<file path="config.mk">
export PLATFORM = sky130hd
export DESIGN_NAME = running_minimum_with_activation
export DESIGN_NICKNAME = d
export VERILOG_FILES = /design/src/rtl/running_minimum_with_activation.sv
export SDC_FILE = /design/constraint.sdc
export NUM_CORES = 1
export LEC_CHECK = 0
export CAP_MARGIN = 20
export CELL_PAD_IN_SITES_DETAIL_PLACEMENT = 0
export CELL_PAD_IN_SITES_GLOBAL_PLACEMENT = 1
export CORE_ASPECT_RATIO = 1.25
export CORE_UTILIZATION = 38
export CTS_CLUSTER_DIAMETER = 80
export DETAILED_ROUTE_END_ITERATION = 6
export GPL_TIMING_DRIVEN = 0
export HOLD_SLACK_MARGIN = 0.06
export PLACE_DENSITY_LB_ADDON = 0.1
export SLEW_MARGIN = 30
export SYNTH_ARGS = -nofsm -noshare
export SYNTH_HDL_FRONTEND = slang
export SYNTH_SLANG_ARGS = --single-unit
</file>
<file path="constraint.sdc">
create_clock -name clk -period 2.03 [get_ports clk]
set_input_delay 0.406 -clock clk [delete_from_list [all_inputs] [get_ports clk]]
set_output_delay 0.406 -clock clk [all_outputs]
set_load 0.03 [all_outputs]
</file>
<file path="src/rtl/running_minimum_with_activation.sv">
// Streams signed candidate upper bounds and reduces each in_last-delimited frame
// to a registered minimum, an activation flag and a saturating active count.
module running_minimum_with_activation #(
  parameter int NUMBER_SIZE = 4,
  parameter int COUNT_SIZE  = 8
) (
  input  logic                          clk,
  input  logic                          reset,
  input  logic                          in_valid,
  output logic                          in_ready,
  input  logic signed [NUMBER_SIZE-1:0] in_number,
  input  logic                          in_number_activation,
  input  logic                          in_last,
  output logic                          out_valid,
  input  logic                          out_ready,
  output logic signed [NUMBER_SIZE-1:0] minimum,
  output logic                          minimum_activation,
  output logic [COUNT_SIZE-1:0]         active_count
);

  typedef enum logic {
    ACCUM = 1'b0,
    HOLD  = 1'b1
  } state_t;

  state_t                        r_state;
  logic signed [NUMBER_SIZE-1:0] r_acc;
  logic                          r_acc_act;
  logic [COUNT_SIZE-1:0]         r_cnt;

  logic                          w_take;
  logic signed [NUMBER_SIZE-1:0] w_acc_nxt;
  logic                          w_act_nxt;
  logic [COUNT_SIZE-1:0]         w_cnt_nxt;

  // Handshake signals come from registered state only.
  assign in_ready  = (r_state == ACCUM);
  assign out_valid = (r_state == HOLD);
  assign w_take    = in_valid & in_ready;

  // Next accumulator value including the current beat; ties keep the earlier value.
  always_comb begin
    w_acc_nxt = r_acc;
    w_act_nxt = r_acc_act;
    w_cnt_nxt = r_cnt;
    if (w_take && in_number_activation) begin
      if (!r_acc_act || (in_number < r_acc)) begin
        w_acc_nxt = in_number;
      end
      w_act_nxt = 1'b1;
      if (r_cnt != {COUNT_SIZE{1'b1}}) begin
        w_cnt_nxt = r_cnt + {{(COUNT_SIZE-1){1'b0}}, 1'b1};
      end
    end
  end

  always_ff @(posedge clk) begin
    if (reset) begin
      r_state            <= ACCUM;
      r_acc              <= '0;
      r_acc_act          <= 1'b0;
      r_cnt              <= '0;
      minimum            <= '0;
      minimum_activation <= 1'b0;
      active_count       <= '0;
    end else begin
      case (r_state)
        ACCUM: begin
          r_acc     <= w_acc_nxt;
          r_acc_act <= w_act_nxt;
          r_cnt     <= w_cnt_nxt;
          if (w_take && in_last) begin
            r_state            <= HOLD;
            minimum            <= w_acc_nxt;
            minimum_activation <= w_act_nxt;
            active_count       <= w_cnt_nxt;
          end
        end
        HOLD: begin
          // Clearing here means the next frame starts clean on entry to ACCUM.
          if (out_ready) begin
            r_state   <= ACCUM;
            r_acc     <= '0;
            r_acc_act <= 1'b0;
            r_cnt     <= '0;
          end
        end
        default: r_state <= ACCUM;
      endcase
    end
  end

endmodule

</file>
# Word level (Yosys, flattened, before mapping)
# Cells that the tools add are included.
totals:
  n_memories: 0
  latchBits: 0
  ff_bits: 27
  romBits: 0
  elab_cells: 32
  ramBits: 0
classes:
  mul: 0
  muxes: 14
  shifts: 0
  order_cmp: 1
  reduce_logical: 5
  addsub: 1
  n_div: 0
  bitwise: 2
  n_eq_ne: 2
op_table:
  columns: ["op", "n"]
  rows:
  - ["$mux 8", 3]
  - ["$pmux 8 s2", 1]
  - ["$mux 4", 3]
  - ["$add 8x1->8 const B", 1]
  - ["$ne 8x8->1 const B", 1]
  - ["$pmux 4 s2", 1]
  - ["$lt 4x4->1", 1]
  - ["$mux 1", 4]
  - ["$pmux 1 s2", 2]
  - ["$logic_and 1x1->1", 2]
  - ["$ne 2x2->1 const B", 1]
  - ["$reduce_and 2->1", 1]
  - ["$and 1x1->1", 1]
  - ["$logic_not 1->1", 1]
  - ["$logic_or 1x1->1", 1]
  - ["$not 1->1", 1]

# Longest topological paths before layout
depth:
  word_depth: 5
  mapped_depth: 7
  depth_no_buf: 7

# Worst setup path after synthesis
# Ideal clock, no wire load.
synth_timing:
  path_kind: "register to register"
  start: "register r_state, in the netlist out_valid"
  end: "register minimum[3]"
  synth_period_minus_slack_ps: 1711
  required_ps: 1939
  arrival_time_ps: 1620
  path_stages_with_launch: 8
  setup_slack_ps: 319
  n_path_buf: 3
  setup_time_ps: 91
  path_cell_list: "dfxtp_1 -> buf_6 -> inv_1 -> and3_1 -> clkbuf_1 -> buf_2 -> nor2_1 -> a311oi_1"
synth_via:
  elab_chain_len: 4
  word_cells_on_any_way: 6
synth_rtl:
  columns: ["item", "line", "rtl"]
  rows:
  - ["start: declaration", "26", "state_t r_state;"]
  - ["start signal: assignment", "59", "r_state <= ACCUM;"]
  - ["start signal: assignment", "73", "r_state <= HOLD;"]
  - ["start signal: assignment", "82", "r_state <= ACCUM;"]
  - ["$not 1->1 (no source line) (*)", null, null]
  - ["via in_ready", "10", "output logic in_ready,"]
  - ["$and 1x1->1", "39", "assign w_take = in_valid & in_ready;"]
  - ["$logic_and 1x1->1, on equally long branches", "46, 72", null]
  - ["$mux 4 or $reduce_and 2->1 (tied branches)", null, null]
  - ["end signal: assignment", "74", "minimum <= w_acc_nxt;"]
  - ["end: declaration", "16", "output logic signed [NUMBER_SIZE-1:0] minimum,"]
# Mark *: on every way through the listed nets, which the timed path passes. The rest lies on a longest branch.
# A chain may end at the register's enable or synchronous reset.

# Worst setup path in the final report
layout_timing:
  start: "input port in_number[1]"
  end: "register minimum[3]"
layout_via:
  elab_chain_len: 4
layout_rtl:
  columns: ["item", "line", "rtl"]
  rows:
  - ["start: declaration", "11", "input logic signed [NUMBER_SIZE-1:0] in_number,"]
  - ["$lt 4x4->1", "47", "if (!r_acc_act || (in_number < r_acc)) begin"]
  - ["$logic_or 1x1->1", "47", null]
  - ["$mux 4", "47", null]
  - ["$mux 4", "46", "if (w_take && in_number_activation) begin"]
# No other way between the ends.

==> flow_summary.ini <==
[outcome]
status = completed

[floorplan]
die_h_um = 68.0
rows = 23
core-area_um2 = 3250
ios = 25
initial_utilization_pct = 40.7
floorplan.die_area_um2 = 3730
die_w_um = 54.8

[final_layout]
fin_nets = 196
diodes = 0
syn_to_final_growth_pct = 29.7
drive_gt1_share_pct = 10.5
stdcell_count = 218

[flow_run]
maxCapViolCount = 0

[global_routing]
grt_pass1_wl_um = 5050
grt_antenna_before_repair = 0
grt-ovfl-total = 0
grt_max_degree = 15
grt_pass1_vias = 1108
gr-usage-all-layers_pct = 19.0

[sta]
period_share_pct = 98.0
rsz0062_at_grt = true
setup_tns_ns = 0
min_period_ns = 1.99
relSlewSlack_pct = 64.2
tightestPinTransition_ns = 0.537
max_freq_mhz = 503
finalSetupViolations = 0
hold_viol = 0
maxSlewViolCount = 0
fin_worst_skew_ns = 0.00178

[clock_tree]
root_buffer = clkbuf_8
cts_buffer_depth = 2
cts_buffers = 3
cts_tree = done
cts_hold_buffers = 0
clock_latency_ns = 0.27
clk_pin_slew_ns = 0.09
htree_levels = 1
cts_sinks = 27

[power]
total_power_mw = 1.07
p_switching_uw = 293
pwr-share-comb_pct = 18.1
irDropWorstVdd_mv = 0.346
internal_power_uw = 773
p_seq_share_pct = 52.6
clockPowerShare_pct = 29.2
switching_share_pct = 27.5
power.density_nw_per_um2 = 621
p_leak_nw = 0.608

[setup_path]
rrSetupSlack_ns = 0.16
crit_start = in_number[1]
criticalPathCategory = input pin to flop
slowest_delay_ns = 0.42
critical_path.top_delay_family = compound AO/OA/AOI/OAI gates
path_cells = clkdlybuf4s50_1, ha_1, a2111oi_4, o21a_2, nand2_1, a311oi_1
end_kind = flop
worstPathRequired_ns = 2.21
cpMaxStageDelayCell = clkdlybuf4s50_1
crit_path_max_fanout = 4
crit_end = minimum[3]
r2r-end = minimum[1]
cp_num_cells = 6
cp_num_buf_inv = 1
cp-start-kind = input pin
r2r_cells = 8
crit_arrival_ns = 2.17
rr_startpoint = r_acc[3]

[logic_synthesis]
synth_common_cells = dfxtp_1 (27), nand2_1 (23), nor2_1 (14)
syn_inst = 152
ys_warn_count = 0
synth_top_area_share_pct = 40.8
yosysUniqueCellTypes = 41
netlist_area_um2 = 1320
netlist_top_cells_area = dfxtp_1 (41%), nand2_1 (6.5%), nand3_1 (4.2%)
ys_seq_elements = 27
synth_top_flop_cell = dfxtp_1
async_flop_share_pct = 0
ys_seq_area_share_pct = 40.8
synth_top_cell_by_area = dfxtp_1
syn_avg_cell_area_um2 = 8.71
synth_edf_count = 0
synth.net_count = 166
synth_most_common_cell = dfxtp_1

[worst_hold_path]
min_path_type = flop to flop

[placement]
gp_congestion = 0.763
port_buffers = 24
post-place-cells = 213
dp_hpwl_um = 2290

[detailed_routing]
routed_wl_um = 3160
vias_per_cell = 5.47
vias = 1192
drtAntennaViolNets = 0
drc = 0
routedWlPerCell_um = 14.5
dr.pass1.iters = 4
drt_iter0_drc = 27
## per-layer routing
metal	part of all wire, %	up-vias	global-route usage [%]
met3	2.1	5	2.67
met4	1.4	0	6.73
met5	0	-	0
li1	-	614	-
met1	46	556	22.8
met2	51	17	33.1
## cells by family after synthesis
group                      share of synthesized area (%)
DFF                                                 40.8
muxes                                               1.51
and+or+nand+nor                                     28.0
adders and majority gates                           3.78
xor gates and xnor gates                           0.662
AOI/OAI and AO/OA                                   20.6
buffers and inverters                               4.63
## what timing repair did
item	4_1_cts	5_1_grt
setup buffers	0	1
setup endpoints to repair	3	4
pin swaps	2	2
resized for setup	1	6
cloned	0	0
## sequential cells by signal, summed over array words and instances, names as in the netlist
name and flops:
r_acc_act 1, active_count 8, minimum 4, out_valid 1, r_acc 4, minimum_activation 1
r_cnt 8
## worst reg2reg max path: cells and delay by family (launching register included)
| family | cells | cell delay (ns) |
|---|---|---|
| AO/OA/AOI/OAI | 3 | 0.64 |
| adder cells (fa/ha/maj) | 1 | 0.29 |
| buffers and inverters | 2 | 0.24 |
| flip-flops | 1 | 0.36 |
| AND/OR/NAND/NOR | 2 | 0.27 |
## per-stage QoR
| step | instance area (um2) | worst slack (ns) | hold slack (ns) | util [%] |
|---|---|---|---|---|
| 3_3_place_gp | 1610 | -0.238 | 0.448 | 49.5 |
| 3_5_place_dp | 1610 | -0.301 | 0.452 | 49.5 |
| 5_1_grt | 1720 | -0.0526 | 0.499 | 52.8 |
| 6_report | 1720 | 0.0409 | 0.465 | 52.8 |
| 4_1_cts | 1660 | 0.0399 | 0.466 | 51.1 |
| 2_1_floorplan | 1320 | 0.319 | 0.461 | - |
## cells in the final DEF (no fill, tap or decap), drive strengths merged, types with 3 or more instances in the layout
cell type,Yosys,layout
a211oi,3,3
a21oi,10,10
a311oi,6,6
and3,3,3
buf,3,4
clkbuf,5,9
clkdlybuf4s50,0,23
dfxtp,27,27
ha,4,4
inv,4,4
nand2,23,23
nand2b,5,5
nand3,11,11
nand4,3,3
nor2,15,15
nor3,3,3
## power groups by stage
stage	sequential, mW	combinational, mW	clock (mW)
after floorplan	0.592	0.0865	0
after global placement	0.572	0.171	0
after detailed placement	0.572	0.174	0
after CTS	0.561	0.177	0.318
after global routing	0.563	0.209	0.339
final	0.561	0.193	0.312
## worst min-delay path by stage
stage | slack [ns] | end | depth (start not counted) | from
finish | 0.46 | active_count[2] | 2 | active_count[2]
CTS | 0.47 | active_count[2] | 2 | active_count[2]
detailed placement | 0.45 | active_count[2] | 2 | active_count[2]
global placement | 0.45 | active_count[2] | 2 | active_count[2]
global route | 0.50 | active_count[2] | 2 | active_count[2]
floorplan | 0.46 | r_acc[1] | 2 | r_acc[1]
## layout make-up
class	instances	area (um2)
well taps	37	46.3
inverters	4	15.0
plain buffers	8	46.3
fillers	332	1540
repair buffers	25	250
flip-flops and latches	27	541
multi-input cells	113	773
clock buffers	4	45.0
Power figures use the tool's default switching activity.
